<file path="config.mk">
export PLATFORM = sky130hd
export DESIGN_NAME = vdp_screen_counter
export DESIGN_NICKNAME = d
export VERILOG_FILES = /design/src/rtl/vdp_package.sv /design/src/rtl/vdp_screen_counter.sv
export SDC_FILE = /design/constraint.sdc
export NUM_CORES = 1
export LEC_CHECK = 0
export ABC_AREA = 1
export ABC_CLOCK_PERIOD_IN_PS = 4350
export CAP_MARGIN = 10
export CORE_MARGIN = 1.5
export CORE_UTILIZATION = 27
export DETAILED_ROUTE_END_ITERATION = 10
export PLACE_DENSITY_LB_ADDON = 0.08
export SYNTH_ARGS = -nofsm -noshare
export SYNTH_HDL_FRONTEND = slang
export SYNTH_SLANG_ARGS = --single-unit
</file>
<file path="constraint.sdc">
create_clock -name clk -period 4.35 [get_ports clk]
set_input_delay 0.87 -clock clk [delete_from_list [all_inputs] [get_ports clk]]
set_output_delay 0.87 -clock clk [all_outputs]
set_load 0.01 [all_outputs]
</file>
<file path="src/rtl/vdp_package.sv">
// Raster geometry shared by the VDP screen counter and the timing-control stages.
// Defaults describe the 42.95454 MHz NTSC/PAL raster; stages may override via parameters.
package vdp_package;

    localparam int VDP_H_TOTAL      = 2736;
    localparam int VDP_H_SYNC       = 202;
    localparam int VDP_H_LEFT       = 128;
    localparam int VDP_V_SYNC       = 3;
    localparam int VDP_V_TOP_60     = 26;
    localparam int VDP_V_TOP_50     = 53;
    localparam int VDP_ACTIVE_W     = 2048;
    localparam int VDP_ACTIVE_H_192 = 192;
    localparam int VDP_ACTIVE_H_212 = 212;
    localparam int VDP_V_TOTAL_60   = 262;
    localparam int VDP_V_TOTAL_50   = 313;

    localparam int H_CNT_W = 12;
    localparam int V_CNT_W = 9;
    localparam int POS_X_W = 13;
    localparam int POS_Y_W = 10;

    // Frame-wide settings captured once at the first clock of each frame.
    typedef struct packed {
        logic       mode_50hz;
        logic       lines_212;
        logic [3:0] adjust_v;
    } frame_cfg_t;

    function automatic logic [POS_Y_W-1:0] sext_adj_v(input logic [3:0] adj);
        return {{(POS_Y_W-4){adj[3]}}, adj};
    endfunction

endpackage

</file>
<file path="src/rtl/vdp_screen_counter.sv">
// Free-running raster counter producing the signed screen position, active window,
// sync, field and interrupt strobes for all downstream VDP timing stages.
module vdp_screen_counter
    import vdp_package::*;
#(
    parameter int H_TOTAL      = VDP_H_TOTAL,
    parameter int H_SYNC       = VDP_H_SYNC,
    parameter int H_LEFT       = VDP_H_LEFT,
    parameter int V_SYNC       = VDP_V_SYNC,
    parameter int V_TOP_60     = VDP_V_TOP_60,
    parameter int V_TOP_50     = VDP_V_TOP_50,
    parameter int ACTIVE_W     = VDP_ACTIVE_W,
    parameter int ACTIVE_H_192 = VDP_ACTIVE_H_192,
    parameter int ACTIVE_H_212 = VDP_ACTIVE_H_212,
    parameter int V_TOTAL_60   = VDP_V_TOTAL_60,
    parameter int V_TOTAL_50   = VDP_V_TOTAL_50
) (
    input  logic               clk,
    input  logic               reset,
    input  logic               reg_50hz_mode,
    input  logic               reg_interlace_mode,
    input  logic               reg_212lines_mode,
    input  logic [3:0]         reg_adjust_h,
    input  logic [3:0]         reg_adjust_v,
    input  logic [7:0]         reg_interrupt_line,
    output logic signed [12:0] screen_pos_x,
    output logic signed [9:0]  screen_pos_y,
    output logic               screen_active,
    output logic               h_sync,
    output logic               v_sync,
    output logic               field,
    output logic               intr_line,
    output logic               intr_frame
);

    logic [H_CNT_W-1:0] h_cnt_q, h_cnt_d;
    logic [V_CNT_W-1:0] v_cnt_q, v_cnt_d;
    logic               field_q, field_d;
    logic [3:0]         adj_h_q, adj_h_d;
    frame_cfg_t         cfg_q, cfg_d;

    logic               line_start, frame_start, h_wrap;
    logic [V_CNT_W-1:0] v_last;

    // At the first clock of a line/frame the live register value is used directly,
    // so the whole line (or frame) sees one consistent setting with no torn first pixel.
    always_comb begin
        line_start  = (h_cnt_q == '0);
        frame_start = line_start && (v_cnt_q == '0);
        adj_h_d     = line_start  ? reg_adjust_h : adj_h_q;
        cfg_d       = frame_start ? {reg_50hz_mode, reg_212lines_mode, reg_adjust_v} : cfg_q;

        if (cfg_d.mode_50hz)
            v_last = V_CNT_W'(V_TOTAL_50 - 1);
        else if (reg_interlace_mode && field_q)
            v_last = V_CNT_W'(V_TOTAL_60);
        else
            v_last = V_CNT_W'(V_TOTAL_60 - 1);

        h_wrap  = (h_cnt_q == H_CNT_W'(H_TOTAL - 1));
        h_cnt_d = h_wrap ? '0 : h_cnt_q + 1'b1;
        v_cnt_d = v_cnt_q;
        field_d = field_q;
        if (h_wrap) begin
            if (v_cnt_q == v_last) begin
                v_cnt_d = '0;
                field_d = reg_interlace_mode ? ~field_q : 1'b0;
            end else begin
                v_cnt_d = v_cnt_q + 1'b1;
            end
        end
    end

    always_ff @(posedge clk) begin
        if (reset) begin
            h_cnt_q <= '0;
            adj_h_q <= '0;
        end else begin
            h_cnt_q <= h_cnt_d;
            adj_h_q <= adj_h_d;
        end
    end

    always_ff @(posedge clk) begin
        if (reset) begin
            v_cnt_q <= '0;
            field_q <= 1'b0;
            cfg_q   <= '0;
        end else begin
            v_cnt_q <= v_cnt_d;
            field_q <= field_d;
            cfg_q   <= cfg_d;
        end
    end

    logic [POS_X_W-1:0] pos_x_d, pos_x_q, adj_h_px;
    logic [POS_Y_W-1:0] pos_y_d, pos_y_q, v_top, height;
    logic               active_d, active_q, h_sync_d, h_sync_q, v_sync_d, v_sync_q;
    logic               field_out_q, x_at_end, intr_line_d, intr_line_q, intr_frame_d, intr_frame_q;

    // Position arithmetic is done on raw bit vectors; the two's complement wrap is intended.
    always_comb begin
        adj_h_px = {{(POS_X_W-7){adj_h_d[3]}}, adj_h_d, 3'b000};
        v_top    = cfg_d.mode_50hz ? POS_Y_W'(V_TOP_50) : POS_Y_W'(V_TOP_60);
        height   = cfg_d.lines_212 ? POS_Y_W'(ACTIVE_H_212) : POS_Y_W'(ACTIVE_H_192);
        pos_x_d  = {1'b0, h_cnt_q} - POS_X_W'(H_LEFT) - adj_h_px;
        pos_y_d  = {1'b0, v_cnt_q} - v_top - sext_adj_v(cfg_d.adjust_v);

        active_d = !pos_x_d[POS_X_W-1] && (pos_x_d < POS_X_W'(ACTIVE_W)) &&
                   !pos_y_d[POS_Y_W-1] && (pos_y_d < height);
        x_at_end     = (pos_x_d == POS_X_W'(ACTIVE_W));
        intr_line_d  = x_at_end && (pos_y_d == {2'b00, reg_interrupt_line});
        intr_frame_d = x_at_end && (pos_y_d == height - 1'b1);
        h_sync_d     = (h_cnt_q < H_CNT_W'(H_SYNC));
        v_sync_d     = (v_cnt_q < V_CNT_W'(V_SYNC));
    end

    always_ff @(posedge clk) begin
        if (reset) begin
            pos_x_q      <= POS_X_W'(-H_LEFT);
            pos_y_q      <= POS_Y_W'(-V_TOP_60);
            active_q     <= 1'b0;
            h_sync_q     <= 1'b0;
            v_sync_q     <= 1'b0;
            field_out_q  <= 1'b0;
            intr_line_q  <= 1'b0;
            intr_frame_q <= 1'b0;
        end else begin
            pos_x_q      <= pos_x_d;
            pos_y_q      <= pos_y_d;
            active_q     <= active_d;
            h_sync_q     <= h_sync_d;
            v_sync_q     <= v_sync_d;
            field_out_q  <= field_q;
            intr_line_q  <= intr_line_d;
            intr_frame_q <= intr_frame_d;
        end
    end

    assign screen_pos_x  = pos_x_q;
    assign screen_pos_y  = pos_y_q;
    assign screen_active = active_q;
    assign h_sync        = h_sync_q;
    assign v_sync        = v_sync_q;
    assign field         = field_out_q;
    assign intr_line     = intr_line_q;
    assign intr_frame    = intr_frame_q;

endmodule
</file>
==> reports/metrics.csv, run 1 <==
stage;metric;value;unit
floorplanning;IO Pins;50;
sta;fin. max-slew vios;0;
cts;CTS max path bufs;2;
worst_setup_path;Worst setup endpoint;screen_active;
worst_setup_path;worst endpoint required time;4.63;ns
sta;RSZ-0062 raised after global routing;no;
layout;filler cell count;1635;
layout;most frequent cells in the layout;nand2_1, inv_1, nor2_1;
layout;area of the multi-input gates;2600;um2
sta;fin crit period;3.95;ns
hold_path;Hold Crit Start;field_q;
logic_synthesis;Ys Warns;0;
sta;maximum clock rate;253;MHz
layout;layout cells sized above 1;10.4;%
routing;post-DR vias/cell;4.43;
logic_synthesis;library cells used by synthesis;43;
worst_setup_path;RR Endpoint;screen_active;
place;Setup WS pre-CTS;0.332;ns
sta;Slew @ Worst Pin;0.651;ns
floorplanning;Die W;128;um
cts;Root Buffer;clkbuf_16;
cts;htree depth;3;
routing;post-DR wirelength/cell;12.4;um
sta;Final Cycle Share;90.8;%
place;Post-DP HPWL;8810;um
floorplanning;row count;45;
worst_setup_path;CP delay by family, top;adder cells;
sta;Max-slew headroom;56.3;%
logic_synthesis;syn_nets;681;
sta;clock skew;0.00729;ns
routing;remaining design rule violation count;0;
routing;Routed Antenna Nets;0;
logic_synthesis;sequential area share after synthesis;28.8;%
logic_synthesis;Post-Syn Instances;612;
grt;number of global-route vias before repair;4008;
floorplanning;Die ar.;16500;um2
grt;largest net degree at the start of global routing;25;
outcome;run status;completed;
hold_path;Worst Hold Class;reg2reg;
routing;vias;3926;
worst_setup_path;crit path from;h_cnt_q[1];
cts;number of clock buffers inserted by TritonCTS;9;
routing;WL final;11000;um
logic_synthesis;Synth Area per Inst;6.93;um2
place;GP Congestion;0.819;
layout;commonest non-fill, non-tap cell in the layout;nand2_1;
layout;Seq. cell area;1220;um2
layout;area grow syn2layout;25.5;%
worst_setup_path;Critical Path Most Common Cell;ha_1;
worst_setup_path;CP bufs+invs;6;
grt;total grt overflow;0;
worst_setup_path;FF-to-FF Start;h_cnt_q[1];
cts;Clock Sinks;61;
flow_run;maximum capacitance violations;0;
worst_setup_path;startpoint types;flip-flop;
sta;final hold viol count;0;
floorplanning;core region area;15300;um2
layout;fin nets;739;
worst_setup_path;number of cells on the critical path;25;
routing;Iter 0 DRT Violations;192;
sta;setup_tns;0;ns
worst_setup_path;Crit-path slowest cell;ha_1;
routing;First-pass DRT Iterations;4;
cts;CTS tree;built;
sta;final setup vio count;0;
floorplanning;die height;128;um
pwr;Leakage;2.55;nW
pwr;Pwr Density;470;nW/um2
cts;Clk Latency, worst-skew pair;0.34;ns
cts;Worst-path clk slew;0.05;ns
worst_setup_path;worst-path maximum fanout;8;
worst_setup_path;critical path arrival;4.23;ns
layout;Ant. Diodes;0;
worst_setup_path;R2R depth;25;
grt;initial antenna violation count;0;
grt;GRT Resource Usage Total;14.8;%
worst_setup_path;slowest stage delay, CP;0.38;ns
place;port bufs;49;
worst_setup_path;WS Path Type;reg2reg;
grt;first-pass GRT wire length;19000;um
worst_setup_path;crit end category;flip-flop;
logic_synthesis;mapped cell area;4240;um2
worst_setup_path;reg2reg setup slack;0.40;ns
floorplanning;initial core utilization;27.8;%
cts;Post CTS Setup Buffer Count;0;
logic_synthesis;synthesis-stage register bit count;61;
sta;slack of the critical path;0.401;ns
pwr;VDD IR-drop max;218;uV
[cells in the mapped netlist]
cell type	count	area (um2)
nor2_1	81	304
nand4_1	12	75.1
a21oi_2	1	8.76
o21ai_1	2	10.0
nand2_4	7	78.8
and2_1	1	6.26
clkbuf_1	3	11.3
xnor2_2	1	16.3
a21oi_1	24	120
nand2_2	4	25.0
nor2_8	1	20.0
inv_2	13	48.8
nand2_1	138	518
or2_1	2	12.5
nor4_2	1	12.5
nor2_4	2	22.5
dfxtp_1	61	1220
xor2_1	8	70.1
fa_1	3	60.1
or2_2	5	31.3
ha_1	45	563
clkinv_1	1	3.75
a31oi_1	2	12.5
o211ai_1	1	7.51
nor4_1	5	31.3
o22ai_1	1	6.26
nand3b_1	4	30.0
xnor2_1	1	8.76
o21bai_1	4	30.0
mux2i_1	3	30.0
o21ai_4	1	16.3
nand3_2	4	40.0
nand4_4	2	42.5
o21ai_0	13	65.1
a211oi_1	2	15.0
nor3_2	1	10.0
nor3_1	10	50.1
nor2_2	7	43.8
clkinv_4	1	8.76
inv_1	91	342
inv_4	1	6.26
buf_1	1	3.75
nand3_1	41	205
[worst min-delay path: stages (launching register included)]
cell and delay, ns:
dfxtp_1 0.32, inv_1 0.07, nor2_1 0.04
[through the flow]
step	util (%)	area, um2	hold WS, ns	power, mW	instances
after floorplan	-	4240	0.430	1.40	612
after global placement	32.8	5000	0.447	1.74	870
after detailed placement	32.8	5000	0.456	1.74	870
after CTS	34.9	5330	0.466	2.55	886
after global routing	34.9	5330	0.498	2.73	886
final	34.9	5330	0.465	2.50	886
[repair_timing]
action,in CTS,in global routing
resized for setup,0,1
hold buffers,0,0
setup endpoints to repair,0,3
hold endpoints to repair,0,0
[worst min path at each step]
stage,endpoint,cells after the start
after floorplan,h_cnt_q[0],1
after global placement,h_cnt_q[0],1
after detailed placement,h_cnt_q[0],1
after CTS,field,2
after global routing,field,2
final,field,2
[report_power, final]
group | internal [mW] | total [mW] | leakage (nW) | switching, mW
Combinational | 0.428 | 1.06 | 1.88 | 0.631
Clock | 0.530 | 0.785 | 0.163 | 0.254
Sequential | 0.635 | 0.659 | 0.501 | 0.0232
Total | 1.59 | 2.50 | 2.55 | 0.909
[routing by layer]
| layer | part of all wire [%] | track usage, % | up-vias |
|---|---|---|---|
| met5 | 0 | 0 | - |
| met4 | 1.9 | 6.08 | 0 |
| met3 | 3.5 | 3.28 | 13 |
| met2 | 48 | 25.8 | 67 |
| met1 | 47 | 17.7 | 1780 |
| li1 | - | - | 2066 |
[state kept, by name, summed over array words and instances, names as in the netlist]
register	count
screen_pos_x	13
h_cnt_q	12
screen_pos_y	10
v_cnt_q	9
cfg_q	6
adj_h_q	4
field	1
field_q	1
h_sync	1
intr_frame	1
intr_line	1
screen_active	1
v_sync	1
[cell type report]
| cell class | count | area share [%] |
|---|---|---|
| Clock inverter | 4 | 1.32 |
| Inverter | 107 | 7.68 |
| Clock buffer | 12 | 4.82 |
| Multi-Input combinational cell | 440 | 48.8 |
| Timing Repair Buffer | 51 | 9.49 |
| Sequential cell | 61 | 22.9 |
| Tap cell | 211 | 4.96 |
[cells by family (layout without fill, tap and decap cells)]
family | after synthesis | in the layout | synth area share [%]
buf+inv | 111 | 174 | 9.99
xor+xnor | 10 | 10 | 2.24
fa+ha+maj | 48 | 48 | 14.7
compound gates | 51 | 51 | 6.87
mux | 3 | 3 | 0.708
simple gates | 328 | 328 | 36.7
flops | 61 | 61 | 28.8
Power figures use the tool's default switching activity.
==> run 2: changes to the inputs <==
Settings changed: PLACE_DENSITY_LB_ADDON 0.08 to 0.12.
==> reports/metrics.csv, run 2 (synthesis results as in run 1) <==
stage;metric;value;unit
routing;vias;3892;
sta;Max-slew headroom;44.5;%
worst_setup_path;CP delay by family, top;simple AND/OR/NAND/NOR gates;
worst_setup_path;startpoint types;flip-flop;
cts;CTS tree;built;
pwr;VDD IR-drop max;206;uV
floorplanning;initial core utilization;27.8;%
cts;CTS max path bufs;2;
routing;First-pass DRT Iterations;5;
floorplanning;core region area;15300;um2
layout;max reg flops;13;
routing;Routed Antenna Nets;0;
floorplanning;Die ar.;16500;um2
sta;fin. max-slew vios;0;
place;Post-DP Area;5000;um2
layout;filler cell count;1661;
grt;number of global-route vias before repair;3872;
sta;RSZ-0062 raised after global routing;no;
routing;remaining design rule violation count;0;
flow_run;maximum capacitance violations;0;
routing;post-DR wirelength/cell;12.2;um
place;port bufs;49;
place;Post-DP HPWL;8700;um
layout;most frequent cells in the layout;nand2_1, inv_1, nor2_1;
grt;GRT Resource Usage Total;14.2;%
layout;fin area;5310;um2
grt;first-pass GRT wire length;18300;um
sta;final setup vio count;0;
worst_setup_path;worst-path maximum fanout;8;
routing;WL final;10800;um
worst_setup_path;worst endpoint required time;4.62;ns
hold_path;Worst Hold Class;reg2reg;
grt;total grt overflow;0;
routing;Iter 0 DRT Violations;173;
sta;final hold viol count;0;
layout;Util after Layout;34.8;%
layout;commonest non-fill, non-tap cell in the layout;nand2_1;
sta;Slew @ Worst Pin;0.830;ns
worst_setup_path;Crit-path slowest cell;dfxtp_1;
worst_setup_path;WS Path Type;reg2reg;
pwr;Leakage;2.53;nW
sta;Final Cycle Share;90.7;%
cts;number of clock buffers inserted by TritonCTS;9;
worst_setup_path;Critical Path Most Common Cell;ha_1;
sta;clock skew;0.00572;ns
worst_setup_path;CP bufs+invs;6;
floorplanning;IO Pins;50;
layout;Ant. Diodes;0;
cts;Worst-path clk slew;0.05;ns
sta;setup_tns;0;ns
floorplanning;die height;128;um
layout;fin nets;739;
worst_setup_path;critical path arrival;4.22;ns
worst_setup_path;slowest stage delay, CP;0.35;ns
cts;htree depth;3;
worst_setup_path;crit end category;flip-flop;
sta;maximum clock rate;253;MHz
cts;Clk Latency, worst-skew pair;0.33;ns
cts;Clock Sinks;61;
grt;initial antenna violation count;0;
floorplanning;row count;45;
grt;largest net degree at the start of global routing;18;
place;GP Congestion;0.856;
routing;post-DR vias/cell;4.41;
pwr;Pwr Density;463;nW/um2
outcome;run status;completed;
sta;fin crit period;3.95;ns
layout;area grow syn2layout;25.0;%
floorplanning;Die W;128;um
layout;layout cells sized above 1;10.3;%
cts;Root Buffer;clkbuf_16;
-- run 2: changes by cell type in the layout (fill, tap and decap cells not counted) --
cell,before,now
xnor2_2,1,0
clkbuf_1,1,0
bufinv_16,2,1
a21oi_2,1,3
o21ai_1,2,3
xnor2_4,0,1
a21oi_1,24,22
inv_2,14,13
clkinv_2,2,1
o21ai_0,13,12
inv_1,90,91
-- run 2: layout make-up --
type / instances / area, um2 / share of cell area [%]
Inverter: 107 / 409 / 7.71
Multi-Input combinational cell: 440 / 2620 / 49.3
Sequential cell: 61 / 1220 / 23.0
Clock buffer: 11 / 253 / 4.76
Tap cell: 211 / 264 / 4.98
Timing Repair Buffer: 51 / 505 / 9.53
Clock inverter: 2 / 35.0 / 0.660
-- run 2: timing repair --
action,4_1_cts,5_1_grt
resized for setup,0,4
endpoints found under the setup margin,0,3
setup buffers,0,0
hold buffers,0,0
-- run 2: layer usage --
metal | up-vias | part of all wire (%) | track usage [%]
li1 | 2061 | - | -
met1 | 1761 | 48 | 17.7
met2 | 57 | 47 | 24.3
met3 | 13 | 3.3 | 3.24
met4 | 0 | 1.3 | 4.56
met5 | - | 0 | 0
-- run 2: through the flow --
stage	hold WS (ns)	worst slack [ns]	instances	power [mW]
after floorplan	0.430	0.866	612	1.40
after global placement	0.448	0.342	870	1.74
after detailed placement	0.449	0.292	870	1.74
after CTS	0.462	0.265	883	2.48
after global routing	0.476	0.00670	883	2.67
final	0.461	0.403	883	2.46
-- run 2: where the power goes --
group,internal [mW],switching [mW]
combinational,0.443,0.646
sequential,0.635,0.0213
clock,0.463,0.248
-- run 2: path summary, 6_finish.rpt --
check	startpoint	depth (start not counted)	slack (ns)	end
worst max-delay path	h_cnt_q[1]	25	0.40	screen_active
worst max register to register	h_cnt_q[1]	25	0.40	screen_active
worst min-delay path	h_cnt_q[0]	1	0.46	h_cnt_q[0]
worst min register to register	h_cnt_q[0]	1	0.46	h_cnt_q[0]
==> run 3: changes to the inputs <==
Settings changed: CTS_CLUSTER_SIZE set to 10.
==> results of run 3 <==
No change in the layout: final DEF, timing and power equal those of run 2.
